File: src/rtl/proc_env_sequencer.sv
// Bring-up controller for the RISC processor: reset/start sequencing, periodic interrupts,
// a host-loaded input queue feeding inputPort, and a capture FIFO logging outputPort changes.
module proc_env_sequencer #(
    parameter int DATA_W     = 16,
    parameter int RST_CYCLES = 2,
    parameter int IRQ_PERIOD = 0,
    parameter int IRQ_WIDTH  = 1,
    parameter int CAP_LOG2   = 3,
    parameter int IN_LOG2    = 2
) (
    input  logic              clk,
    input  logic              rst,
    input  logic              enable,
    input  logic              stop,
    input  logic [DATA_W-1:0] outputPort,
    input  logic              in_wr_en,
    input  logic [DATA_W-1:0] in_wr_data,
    input  logic              in_advance,
    input  logic              cap_ready,
    output logic              proc_rst,
    output logic              proc_start,
    output logic              proc_interrupt,
    output logic [DATA_W-1:0] inputPort,
    output logic [DATA_W-1:0] cap_data,
    output logic              cap_valid,
    output logic              cap_overflow,
    output logic              in_full,
    output logic              running
);

    localparam int RC_W  = (RST_CYCLES > 1) ? $clog2(RST_CYCLES) : 1;
    localparam int IRQ_W = (IRQ_PERIOD > 1) ? $clog2(IRQ_PERIOD) : 1;
    localparam int CPW   = CAP_LOG2 + 1;
    localparam int IPW   = IN_LOG2 + 1;

    typedef enum logic [1:0] {S_IDLE, S_RESET, S_RUN} state_t;

    state_t            state, state_nx;
    logic [RC_W-1:0]   rst_cnt, rst_cnt_nx;
    logic [IRQ_W-1:0]  irq_cnt, irq_cnt_nx;
    logic              irq_nx;

    always_comb begin
        state_nx   = state;
        rst_cnt_nx = '0;
        irq_cnt_nx = '0;
        irq_nx     = 1'b0;
        case (state)
            S_IDLE: begin
                if (enable && !stop) state_nx = S_RESET;
            end
            S_RESET: begin
                if (stop)
                    state_nx = S_IDLE;
                else if (rst_cnt == RC_W'(RST_CYCLES - 1))
                    state_nx = S_RUN;
                else
                    rst_cnt_nx = rst_cnt + RC_W'(1);
            end
            S_RUN: begin
                if (stop)
                    state_nx = S_IDLE;
                else if (IRQ_PERIOD > 1)
                    irq_cnt_nx = (irq_cnt == IRQ_W'(IRQ_PERIOD - 1)) ? '0 : irq_cnt + IRQ_W'(1);
            end
            default: state_nx = S_IDLE;
        endcase
        // Outputs are registered from the next state so they line up with the state itself.
        if ((IRQ_PERIOD > 0) && (state_nx == S_RUN))
            irq_nx = (int'(irq_cnt_nx) < IRQ_WIDTH);
    end

    always_ff @(posedge clk or posedge rst) begin
        if (rst) begin
            state          <= S_IDLE;
            rst_cnt        <= '0;
            irq_cnt        <= '0;
            proc_rst       <= 1'b1;
            proc_start     <= 1'b0;
            proc_interrupt <= 1'b0;
            running        <= 1'b0;
        end else begin
            state          <= state_nx;
            rst_cnt        <= rst_cnt_nx;
            irq_cnt        <= irq_cnt_nx;
            proc_rst       <= (state_nx != S_RUN);
            proc_start     <= (state_nx == S_RUN);
            proc_interrupt <= irq_nx;
            running        <= (state_nx == S_RUN);
        end
    end

    // Capture FIFO
    logic [DATA_W-1:0] cap_mem [2**CAP_LOG2];
    logic [CPW-1:0]    cap_wp, cap_rp, cap_wp_nx, cap_rp_nx;
    logic [DATA_W-1:0] last_val, cap_head_nx;
    logic              cap_change, cap_full_c, cap_pop, cap_push, cap_drop;

    always_comb begin
        cap_change = (state == S_RUN) && (outputPort != last_val);
        cap_full_c = (cap_wp[CAP_LOG2] != cap_rp[CAP_LOG2]) &&
                     (cap_wp[CAP_LOG2-1:0] == cap_rp[CAP_LOG2-1:0]);
        cap_pop    = cap_valid && cap_ready;
        cap_push   = cap_change && (!cap_full_c || cap_pop);
        cap_drop   = cap_change && cap_full_c && !cap_pop;
        cap_wp_nx  = cap_wp + CPW'(cap_push);
        cap_rp_nx  = cap_rp + CPW'(cap_pop);
        // The new head may be the slot written this very cycle; bypass the memory then.
        if (cap_push && (cap_rp_nx[CAP_LOG2-1:0] == cap_wp[CAP_LOG2-1:0]))
            cap_head_nx = outputPort;
        else
            cap_head_nx = cap_mem[cap_rp_nx[CAP_LOG2-1:0]];
    end

    always_ff @(posedge clk) begin
        if (cap_push) cap_mem[cap_wp[CAP_LOG2-1:0]] <= outputPort;
    end

    always_ff @(posedge clk or posedge rst) begin
        if (rst) begin
            cap_wp       <= '0;
            cap_rp       <= '0;
            cap_valid    <= 1'b0;
            cap_data     <= '0;
            cap_overflow <= 1'b0;
            last_val     <= '0;
        end else begin
            cap_wp       <= cap_wp_nx;
            cap_rp       <= cap_rp_nx;
            cap_valid    <= (cap_wp_nx != cap_rp_nx);
            cap_data     <= cap_head_nx;
            cap_overflow <= cap_overflow | cap_drop;
            if ((state == S_RESET) || cap_change) last_val <= outputPort;
        end
    end

    // Input queue
    logic [DATA_W-1:0] in_mem [2**IN_LOG2];
    logic [IPW-1:0]    in_wp, in_rp, in_wp_nx, in_rp_nx;
    logic [DATA_W-1:0] in_head_nx;
    logic              in_nonempty, in_full_c, in_pop, in_push;

    always_comb begin
        in_nonempty = (in_wp != in_rp);
        in_full_c   = (in_wp[IN_LOG2] != in_rp[IN_LOG2]) &&
                      (in_wp[IN_LOG2-1:0] == in_rp[IN_LOG2-1:0]);
        in_pop      = in_advance && in_nonempty;
        in_push     = in_wr_en && (!in_full_c || in_pop);
        in_wp_nx    = in_wp + IPW'(in_push);
        in_rp_nx    = in_rp + IPW'(in_pop);
        if (in_wp_nx == in_rp_nx)
            in_head_nx = inputPort;
        else if (in_push && (in_rp_nx[IN_LOG2-1:0] == in_wp[IN_LOG2-1:0]))
            in_head_nx = in_wr_data;
        else
            in_head_nx = in_mem[in_rp_nx[IN_LOG2-1:0]];
    end

    always_ff @(posedge clk) begin
        if (in_push) in_mem[in_wp[IN_LOG2-1:0]] <= in_wr_data;
    end

    always_ff @(posedge clk or posedge rst) begin
        if (rst) begin
            in_wp     <= '0;
            in_rp     <= '0;
            in_full   <= 1'b0;
            inputPort <= '0;
        end else begin
            in_wp     <= in_wp_nx;
            in_rp     <= in_rp_nx;
            in_full   <= (in_wp_nx[IN_LOG2] != in_rp_nx[IN_LOG2]) &&
                         (in_wp_nx[IN_LOG2-1:0] == in_rp_nx[IN_LOG2-1:0]);
            inputPort <= in_head_nx;
        end
    end

endmodule

File: config.mk
export PLATFORM = sky130hd
export DESIGN_NAME = proc_env_sequencer
export DESIGN_NICKNAME = d
export VERILOG_FILES = /design/src/rtl/proc_env_sequencer.sv
export SDC_FILE = /design/constraint.sdc
export NUM_CORES = 1
export LEC_CHECK = 0
export ABC_AREA = 1
export CAP_MARGIN = 20
export CORE_MARGIN = 5
export CORE_UTILIZATION = 35
export DETAILED_ROUTE_END_ITERATION = 7
export PLACE_DENSITY = 0.53
export SLEW_MARGIN = 40
export SYNTH_ARGS = -nofsm -noshare
export SYNTH_HDL_FRONTEND = slang
export SYNTH_SLANG_ARGS = --single-unit
File: constraint.sdc
create_clock -name clk -period 4.4 [get_ports clk]
set_input_delay 0.88 -clock clk [delete_from_list [all_inputs] [get_ports clk]]
set_output_delay 0.88 -clock clk [all_outputs]
set_load 0.01 [all_outputs]
==> results of run 1 <==
## logic make-up after synthesis
| logic type | after synthesis |
|---|---|
| simple gates | 460 |
| xor+xnor | 18 |
| compound gates | 118 |
| flops | 262 |
| buf+inv | 102 |
| other cells | 1 |
| fa+ha+maj | 8 |
## metrics by stage
stage	cell area [um^2]	worst slack, ns	hold WS, ns	total power (uW)
floorplan	11000	1.51	0.414	6450
global placement	12300	0.884	0.431	7880
detailed placement	12300	0.856	0.442	7880
CTS	13200	1.42	0.452	10200
global route	13200	1.12	0.476	10900
finish	13200	1.39	0.451	10000
## worst max-delay path by stage
stage | cells after the start | to
2_1_floorplan | 13 | inputPort[0]$_DFFE_PP0P_
3_3_place_gp | 15 | cap_valid$_DFF_PP0_
3_5_place_dp | 15 | cap_valid$_DFF_PP0_
4_1_cts | 15 | cap_valid$_DFF_PP0_
5_1_grt | 15 | cap_valid$_DFF_PP0_
6_report | 15 | cap_valid$_DFF_PP0_
## routing by layer
layer | up-vias | share of wire | wire (um) | global-route usage
met5 | - | 0 | 0 | 0
met4 | 0 | 0.024 | 624 | 0.0404
met3 | 38 | 0.038 | 994 | 0.0228
met2 | 151 | 0.48 | 12500 | 0.250
met1 | 3483 | 0.46 | 11900 | 0.202
li1 | 3513 | - | - | -
## sequential cells by signal, indices dropped and copies added, names as in the netlist
register	flops
in_full	1
cap_valid	1
cap_rp	4
cap_data	16
inputPort	16
cap_wp	4
in_mem	64
in_wp	3
cap_mem	128
proc_rst	1
rst_cnt	1
last_val	16
running	1
in_rp	3
state	2
cap_overflow	1
## synth_stat cells, types with 2 or more instances
cell type / n
a21oi_1: 16
a32o_1: 16
buf_1: 5
buf_2: 21
buf_4: 4
clkbuf_1: 18
dfrtp_1: 69
edfxtp_1: 192
ha_1: 8
inv_1: 46
inv_2: 5
nand2_1: 265
nand2_2: 4
nand3_1: 39
nand3b_1: 16
nor2_1: 121
nor3_1: 6
nor3_4: 2
o21ai_0: 24
o21ai_1: 26
o32ai_1: 32
xnor2_1: 10
xor2_1: 5
xor2_2: 2
## where the power goes
| group | leakage [uW] | internal [uW] | switching, uW |
|---|---|---|---|
| Clock | 0.000437 | 1330 | 952 |
| Sequential | 0.00258 | 3110 | 210 |
| Combinational | 0.00208 | 1660 | 2780 |
## area by class of cell
cell class                 instances  area [um^2]  share of cell area
clock inverter                    17          138              0.0104
multi-input combinational        605         3050               0.231
clock buffer                      36          752              0.0571
sequential                       262         7520               0.571
inverter                          53          205              0.0156
timing repair buffer             110         1020              0.0774
tap                              396          495              0.0376
## worst max-delay path, stage by stage
cell and delay [ns]:
clkdlybuf4s50_1 0.73, inv_1 0.09, nand2_1 0.08, nand2_1 0.05, nor2_1 0.12, nand2_1 0.12, nor2_1 0.12, nand2_1 0.12
nand3_1 0.17, inv_1 0.10, ha_1 0.20, ha_1 0.19, xor2_1 0.19, xor2_1 0.16, nand4_1 0.10
==> out/qor.log, run 1 <==
[outcome] status completed
[pwr] maximum vdd ir drop 0.378 mV
[floorplanning] die area 35000 um^2
[yosys] proportion of synthesized area in mux cells 0
[floorplanning] number of standard-cell rows in the floorplan 64
[worst_setup_path] Reg2Reg Capture Point inputPort[12]$_DFFE_PP0P_
[worst_setup_path] Critical Path Fanout Max 12
[worst_setup_path] worst r2r path cells 12
[routing] routed vias 7185
[cts] hold buffers post-CTS 0
[yosys] Warnings, synthesis 0
[cts] total clock buffers created by CTS 29
[routing] Iteration-0 DRC Markers 552
[floorplanning] initial core utilization 0.357
[cts] post_cts resized 0
[routing] WL per Instance 17.6 um
[floorplanning] I/O pin cnt 78
[timing] Tcrit/Tclk final 0.683
[floorplanning] height of the die 187 um
[final_layout] fraction of layout cells with a size suffix above 1 0.0951
[worst_hold_path] Min-Delay Startpoint rst_cnt$_DFF_PP0_
[routing] final wirelength 26100 um
[pwr] Cell Pwr Density 762 nW/um^2
[job] max-capacitance violation count 0
[yosys] flip-flop and latch count after synthesis 262
[worst_hold_path] end point of the most critical hold path rst_cnt$_DFF_PP0_
[placed_design] I/O Buffers 76
[cts] CTS tree built
[final_layout] most frequent cells in the layout nand2_1 (265), edfxtp_1 (192), nor2_1 (121)
[final_layout] end-of-flow core utilization 0.428
[final_layout] number of fillers in the final layout 2954
[cts] Post-CTS Setup Repair Bufs 0
[worst_setup_path] WP data arrival 3.42 ns
[floorplanning] placeable core area 30700 um^2
[yosys] adder-cell area share of the yosys netlist 0.00913
[cts] Clock Root Buffer clkbuf_16
[timing] setup repair after global routing missed its margin false
[grt] first-pass GRT wire length 41700 um
[worst_setup_path] Critical Path Start outputPort[8]
[routing] post-detailed-route count of antenna-violating nets 0
[timing] slew of the pin with the lowest slew margin 0.753 ns
[yosys] mean instance size in the synthesized netlist 11.3 um^2
[final_layout] Synth-to-Final Area Change 20.1%
[final_layout] post-layout instance count excluding filler cells 1479
[timing] worst slew margin relative to its limit 0.498
[cts] number of H-tree levels 1
[worst_setup_path] Critical R2R Launch in_wp[1]$_DFF_PP0_
[timing] count of pins over their slew limit 0
[grt] overall global routing resource usage 0.148
[yosys] area fraction in compound gates after synthesis 0.0738
[yosys] synth unique cells 41
[yosys] fraction of registers with async set or reset after synthesis 0.267
[worst_hold_path] Hold Path Depth 1
[cts] deepest clock path buffer count 3
[pwr] static leakage power 0.00510 uW
[timing] total of endpoints with negative setup slack in the final report 0
[final_layout] diodes inserted 0
[grt] number of global-route vias before repair 7288
[yosys] fraction of synthesized cell area in xor and xnor cells 0.0164
[worst_hold_path] Tightest Hold Check Type reg2reg
[floorplanning] Die W 187 um
[worst_setup_path] critical path class in2reg
[yosys] simple-gate portion of the synthesized area 0.175
[timing] maximum clock frequency 0.333 GHz
[yosys] sequential element share of the synthesized area 0.685
[worst_setup_path] WP data required 4.81 ns
[timing] Worst Clk Skew 0.0150 ns
[routing] 1st-pass router iterations 4
[yosys] Syn Nets 1016
[worst_setup_path] kind of start point of the critical path input pin
[grt] total global routing overflow 0
[worst_setup_path] worst reg-to-reg setup slack 1.57 ns
[routing] post-detailed-route via-to-cell ratio 4.86
[yosys] most frequently used flop master after synthesis edfxtp_1
[yosys] proportion of netlist area held by the largest area contributor 0.526
[timing] Final Hold Viols 0
[placed_design] number of cells in the design after placement 1426
[placed_design] RD Place Congestion 0.734
[final_layout] Final nets 1108
[yosys] mapped cell area 11000 um^2
[cts] later-pin clock latency in the skew report 0.54 ns
[yosys] number of enable-type register cells in the synthesized netlist 192
[cts] clk sink count 262
[cts] clock-pin slew reported for the worst setup and hold paths after clock tree synthesis 0.06 ns
[worst_setup_path] Worst setup EP type flip-flop
[yosys] largest area contributor in the synthesized netlist edfxtp_1
[yosys] main area contributors after synthesis edfxtp_1 (53%), dfrtp_1 (16%), nand2_1 (9.1%)
[timing] Final min period 3.01 ns
[timing] final sum of negative setup slack 0 ns
[final_layout] most frequent standard cell in the layout excluding fill and tap cells nand2_1
[grt] initial antenna violation count 0
[yosys] combinational family with the most area after synthesis simple AND/OR/NAND/NOR gates
[routing] post-detailed-route DRC marker count 0
[yosys] Mapped Cells 969
[placed_design] Detail Placement HPWL 15600 um
[grt] maximum number of pins on one net before global-route repair 67
No activity file was read; power rests on OpenSTA's default activity.
==> inputs of run 2 (changes only) <==
Clock period 4.4 ns to 3.1 ns, I/O delays scaled along.
==> run 2 against run 1 <==
Wire length grew 1.3%. Combinational power grew 47%. Final cell count grew 1.4%. Non-clock buffer count grew 22. Clock power grew 59%. Total power grew 48%. Worst hold slack lost 0.0080 ns. Utilization grew 1.4 points. Critical path depth shrank 3. Clock skew shrank 0.0034 ns. Register-to-register slack lost 1.1 ns.
==> out/qor.log, run 2 (synthesis gave the netlist of run 1 again) <==
[cts] Post-CTS Setup Repair Bufs 0
[pwr] fraction of power spent switching nets 0.380
[grt] first-pass GRT wire length 41500 um
[grt] total global routing overflow 0
[cts] clock-pin slew reported for the worst setup and hold paths after clock tree synthesis 0.06 ns
[floorplanning] number of standard-cell rows in the floorplan 64
[timing] total of endpoints with negative setup slack in the final report 0
[floorplanning] initial core utilization 0.357
[cts] CTS tree built
[cts] hold buffers post-CTS 0
[worst_setup_path] kind of start point of the critical path flip-flop
[final_layout] Final nets 1129
[routing] Iteration-0 DRC Markers 466
[job] max-capacitance violation count 0
[final_layout] post-layout instance count excluding filler cells 1500
[cts] deepest clock path buffer count 3
[timing] Final min period 2.65 ns
[pwr] sequential share of power 0.317
[final_layout] diodes inserted 0
[final_layout] number of fillers in the final layout 2894
[worst_setup_path] worst path bufs/invs 1
[worst_setup_path] worst reg-to-reg setup slack 0.45 ns
[pwr] Sw Pwr 5650 uW
[worst_hold_path] Tightest Hold Check Type reg2reg
[worst_setup_path] WP data arrival 3.12 ns
[routing] routed vias 7306
[timing] worst setup margin 0.453 ns
[timing] final sum of negative setup slack 0 ns
[routing] post-detailed-route count of antenna-violating nets 0
[worst_setup_path] Worst setup EP type flip-flop
[cts] later-pin clock latency in the skew report 0.53 ns
[worst_setup_path] CP dominant cell by count nand2_1
[timing] Tcrit/Tclk final 0.854
[placed_design] I/O Buffers 76
[outcome] status completed
[final_layout] most frequent cells in the layout nand2_1 (265), edfxtp_1 (192), nor2_1 (121)
[timing] maximum clock frequency 0.378 GHz
[routing] 1st-pass router iterations 5
[worst_setup_path] WP data required 3.57 ns
[cts] post_cts resized 0
[worst_setup_path] CP max-delay cell dfrtp_1
[worst_setup_path] cell chain of the critical path xnor2_1, nand3_1, nand2_1, inv_1, ha_1, ha_1, xor2_1, nor3_4, nand2_2, nand2_1, nand3_1, nand2_1
[timing] setup repair after global routing missed its margin false
[floorplanning] placeable core area 30700 um^2
[pwr] clock network power share 0.244
[timing] Worst Clk Skew 0.0116 ns
[floorplanning] I/O pin cnt 78
[cts] number of H-tree levels 1
[routing] post-detailed-route DRC marker count 0
[pwr] Comb pwr share 0.440
[pwr] Int Pwr 9220 uW
[grt] maximum number of pins on one net before global-route repair 67
[final_layout] Synth-to-Final Area Change 24.1%
[cts] Clock Root Buffer clkbuf_16
[placed_design] number of cells in the design after placement 1448
[grt] initial antenna violation count 0
[final_layout] fraction of layout cells with a size suffix above 1 0.120
[grt] overall global routing resource usage 0.148
[timing] final hold slack 0.443 ns
[timing] Final Hold Viols 0
[pwr] Cell Pwr Density 1090 nW/um^2
[routing] final wirelength 26400 um
[final_layout] flip-flop count of the largest register, all copies and words added 128
[worst_setup_path] cell family with the largest share of critical-path delay simple AND/OR/NAND/NOR gates
[floorplanning] die area 35000 um^2
[timing] worst slew margin relative to its limit 0.637
[pwr] maximum vdd ir drop 0.774 mV
[worst_setup_path] Worst path max stage delay 0.47 ns
[pwr] static leakage power 0.00531 uW
[final_layout] end-of-flow core utilization 0.443
[routing] WL per Instance 17.6 um
[grt] number of global-route vias before repair 7215
[cts] total clock buffers created by CTS 28
[timing] slew of the pin with the lowest slew margin 0.544 ns
[cts] clk sink count 262
[placed_design] RD Place Congestion 0.769
[floorplanning] Die W 187 um
[placed_design] Detail Placement HPWL 16000 um
[final_layout] most frequent standard cell in the layout excluding fill and tap cells nand2_1
[floorplanning] height of the die 187 um
[worst_setup_path] critical path class reg2reg
[routing] post-detailed-route via-to-cell ratio 4.87
[placed_design] placement-stage worst setup slack 0.133 ns
[timing] count of pins over their slew limit 0
[worst_setup_path] Critical Path Fanout Max 16
[run 2: cell count changes in the layout (fill, tap and decap cells not counted), moves of 2 or more]
| cell | delta |
|---|---|
| clkinv_2 | -2 |
| buf_12 | +12 |
| clkinv_1 | -6 |
| clkinv_4 | -2 |
| clkbuf_8 | +7 |
| bufinv_16 | +3 |
| buf_4 | +11 |
| clkbuf_1 | -2 |
[run 2: metrics by stage]
stage               power [uW]  instance area, um^2
finish                   14900                13600
CTS                      15100                13600
global route             16000                13600
floorplan                 9160                11000
global placement         11300                12600
detailed placement       11400                12600
[run 2: worst paths after layout]
path                                        endpoint               start  depth (start not counted)
min in group asynchronous          running$_DFF_PP0_                 rst                          2
hold / removal                     rst_cnt$_DFF_PP0_   rst_cnt$_DFF_PP0_                          1
setup / recovery           inputPort[11]$_DFFE_PP0P_  in_wp[1]$_DFF_PP0_                         12
max in group asynchronous     cap_data[10]$_DFF_PP0_                 rst                          3
setup reg to reg           inputPort[11]$_DFFE_PP0P_  in_wp[1]$_DFF_PP0_                         12
hold reg to reg                    rst_cnt$_DFF_PP0_   rst_cnt$_DFF_PP0_                          1
[run 2: metal layers]
layer,vias up,share of wire,GRT usage
met1,3580,0.47,0.210
met3,33,0.037,0.0224
met2,136,0.48,0.243
met5,-,0,0
li1,3557,-,-
met4,0,0.016,0.0316
[run 2: final cells by class]
class	count	area, um^2	area share
Tap cell	396	495	0.0364
Multi-Input combinational cell	605	3040	0.223
Clock buffer	41	841	0.0617
Timing Repair Buffer	132	1330	0.0978
Clock inverter	11	185	0.0136
Inverter	53	206	0.0152
Sequential cell	262	7520	0.552
[run 2: power by group through the flow]
stage               clock [uW]  sequential (uW)  combinational, uW
detailed placement           0             4770               6610
finish                    3620             4710               6540
CTS                       3710             4720               6650
global route              3860             4770               7340
floorplan                    0             4820               4340
global placement             0             4780               6550
==> inputs of run 3 (changes only) <==
Settings changed: CORE_MARGIN 5 to 2, SLEW_MARGIN 40 to 15.
==> run 3 against run 2 <==
Setup slack better by 0.037 ns. Sequential power about the same. Die area down 6.3%. Clock skew up 0.0030 ns. Combinational power about the same. Clock power down 14%. Largest cell class unchanged.
==> out/qor.log, run 3 (synthesis gave the netlist of run 1 again) <==
[cts] later-pin clock latency in the skew report 0.54 ns
[timing] count of pins over their slew limit 0
[worst_setup_path] critical path class reg2reg
[final_layout] Synth-to-Final Area Change 22.6%
[final_layout] combined area of the multi-input logic cells 3040 um^2
[worst_setup_path] cell family with the largest share of critical-path delay simple AND/OR/NAND/NOR gates
[pwr] Comb pwr share 0.456
[worst_setup_path] worst r2r path cells 12
[routing] WL per Instance 17.2 um
[worst_setup_path] CP max-delay cell dfrtp_1
[routing] routed vias 7237
[grt] total global routing overflow 0
[placed_design] RD Place Congestion 0.724
[cts] Clock Root Buffer clkbuf_16
[timing] setup repair after global routing missed its margin false
[routing] 1st-pass router iterations 5
[cts] deepest clock path buffer count 3
[worst_hold_path] Tightest Hold Check Type reg2reg
[timing] final sum of negative setup slack 0 ns
[worst_setup_path] cell chain of the critical path xnor2_1, nand3_1, nand2_1, inv_1, ha_1, ha_1, xor2_1, nor3_4, nand2_2, nand2_1, nand3_1, nand2_1
[grt] maximum number of pins on one net before global-route repair 57
[pwr] fraction of power spent switching nets 0.392
[worst_setup_path] Worst path max stage delay 0.47 ns
[worst_setup_path] WP data required 3.53 ns
[placed_design] placement-stage worst setup slack 0.0244 ns
[floorplanning] Die W 181 um
[worst_setup_path] Critical R2R Launch in_wp[1]$_DFF_PP0_
[floorplanning] placeable core area 30700 um^2
[pwr] sequential share of power 0.327
[grt] overall global routing resource usage 0.160
[worst_setup_path] CP dominant cell by count nand2_1
[grt] initial antenna violation count 0
[grt] first-pass GRT wire length 41200 um
[final_layout] Final nets 1128
[timing] slew of the pin with the lowest slew margin 0.673 ns
[cts] total clock buffers created by CTS 29
[cts] Post-CTS Setup Repair Bufs 0
[floorplanning] I/O pin cnt 78
[final_layout] most frequent standard cell in the layout excluding fill and tap cells nand2_1
[floorplanning] die area 32800 um^2
[timing] Final min period 2.61 ns
[job] max-capacitance violation count 0
[worst_setup_path] worst reg-to-reg setup slack 0.49 ns
[final_layout] fraction of layout cells with a size suffix above 1 0.111
[floorplanning] number of standard-cell rows in the floorplan 64
[placed_design] Detail Placement HPWL 15500 um
[floorplanning] initial core utilization 0.357
[cts] clk sink count 262
[final_layout] most frequent cells in the layout nand2_1 (265), edfxtp_1 (192), nor2_1 (121)
[placed_design] cell area after placement 12600 um^2
[worst_setup_path] Critical Path Start in_wp[1]$_DFF_PP0_
[timing] Final Hold Viols 0
[routing] Iteration-0 DRC Markers 529
[worst_setup_path] Worst setup EP type flip-flop
[final_layout] post-route cell area 13400 um^2
[placed_design] I/O Buffers 76
[worst_setup_path] Reg2Reg Capture Point inputPort[11]$_DFFE_PP0P_
[routing] post-detailed-route DRC marker count 0
[pwr] Cell Pwr Density 1070 nW/um^2
[timing] worst setup margin 0.490 ns
[cts] number of H-tree levels 1
[routing] post-detailed-route via-to-cell ratio 4.82
[cts] clock-pin slew reported for the worst setup and hold paths after clock tree synthesis 0.06 ns
[pwr] maximum vdd ir drop 0.529 mV
[final_layout] number of fillers in the final layout 2899
[pwr] Int Pwr 8740 uW
[timing] Worst Clk Skew 0.0146 ns
[timing] worst slew margin relative to its limit 0.551
[cts] post_cts resized 0
[final_layout] flip-flop count of the largest register, all copies and words added 128
[final_layout] end-of-flow core utilization 0.437
[cts] hold buffers post-CTS 0
[final_layout] diodes inserted 0
[worst_setup_path] worst path bufs/invs 1
[final_layout] flip-flop and latch area 7520 um^2
[pwr] Tot Pwr 14400 uW
[timing] maximum clock frequency 0.383 GHz
[timing] total of endpoints with negative setup slack in the final report 0
[cts] CTS tree built
[pwr] static leakage power 0.00522 uW
[worst_setup_path] kind of start point of the critical path flip-flop
[routing] final wirelength 25800 um
[worst_setup_path] number of gates on the worst path with buffers counted 12
[pwr] clock network power share 0.217
[floorplanning] height of the die 181 um
[outcome] status completed
[worst_setup_path] WP data arrival 3.04 ns
[worst_setup_path] Critical Path Fanout Max 16
[grt] number of global-route vias before repair 7183
[pwr] Sw Pwr 5640 uW
[worst_setup_path] worst setup path endpoint inputPort[11]$_DFFE_PP0P_
[routing] post-detailed-route count of antenna-violating nets 0
[timing] Tcrit/Tclk final 0.842
run 3: changes by cell type in the layout (fill, tap and decap cells not counted):
| cell | change |
|---|---|
| clkbuf_1 | +2 |
| clkinvlp_4 | +1 |
| clkinv_4 | +1 |
| inv_8 | -1 |
| inv_6 | +1 |
| clkinv_2 | +1 |
| bufinv_16 | -5 |
| clkinv_1 | +7 |
| clkbuf_8 | -4 |
| inv_4 | -1 |
| buf_4 | -2 |
run 3: power by group through the flow:
stage          logic, uW  registers (uW)  clock network (uW)
2_1_floorplan       4340            4820                   0
3_3_place_gp        6620            4760                   0
3_5_place_dp        6650            4760                   0
4_1_cts             6670            4710                3190
5_1_grt             7400            4770                3360
6_report            6560            4700                3120
run 3: worst min path at each step:
stage | startpoint | endpoint | slack, ns | depth (start not counted)
2_1_floorplan | rst_cnt$_DFF_PP0_ | rst_cnt$_DFF_PP0_ | 0.41 | 1
3_3_place_gp | rst_cnt$_DFF_PP0_ | rst_cnt$_DFF_PP0_ | 0.43 | 1
3_5_place_dp | rst_cnt$_DFF_PP0_ | rst_cnt$_DFF_PP0_ | 0.43 | 1
4_1_cts | rst_cnt$_DFF_PP0_ | rst_cnt$_DFF_PP0_ | 0.44 | 1
5_1_grt | rst_cnt$_DFF_PP0_ | rst_cnt$_DFF_PP0_ | 0.47 | 1
6_report | rst_cnt$_DFF_PP0_ | rst_cnt$_DFF_PP0_ | 0.44 | 1
run 3: metal layers:
| metal | wire, um | vias up | track usage |
|---|---|---|---|
| met5 | 0 | - | 0 |
| met4 | 542 | 0 | 0.0367 |
| met3 | 1060 | 34 | 0.0210 |
| met2 | 11900 | 141 | 0.266 |
| met1 | 12200 | 3502 | 0.223 |
| li1 | - | 3560 | - |
run 3: area by class of cell:
class,count,share of cell area
repair buffers,130,0.0979
clock buffers,39,0.0590
multi-input cells,605,0.226
flip-flops and latches,262,0.559
well taps,396,0.0369
clock inverters,15,0.00558
inverters,53,0.0153
run 3: metrics by stage:
step / hold slack (ns) / instances
after floorplan: 0.414 / 969
after global placement: 0.433 / 1446
after detailed placement: 0.431 / 1446
after CTS: 0.439 / 1500
after global routing: 0.466 / 1500
final: 0.439 / 1500
run 3: worst register-to-register path, stage by stage (launching register included):
cell	delay, ns
dfrtp_1	0.47
xnor2_1	0.28
nand3_1	0.10
nand2_1	0.08
inv_1	0.05
ha_1	0.18
ha_1	0.37
xor2_1	0.27
nor3_4	0.06
nand2_2	0.32
nand2_1	0.17
nand3_1	0.11
nand2_1	0.06
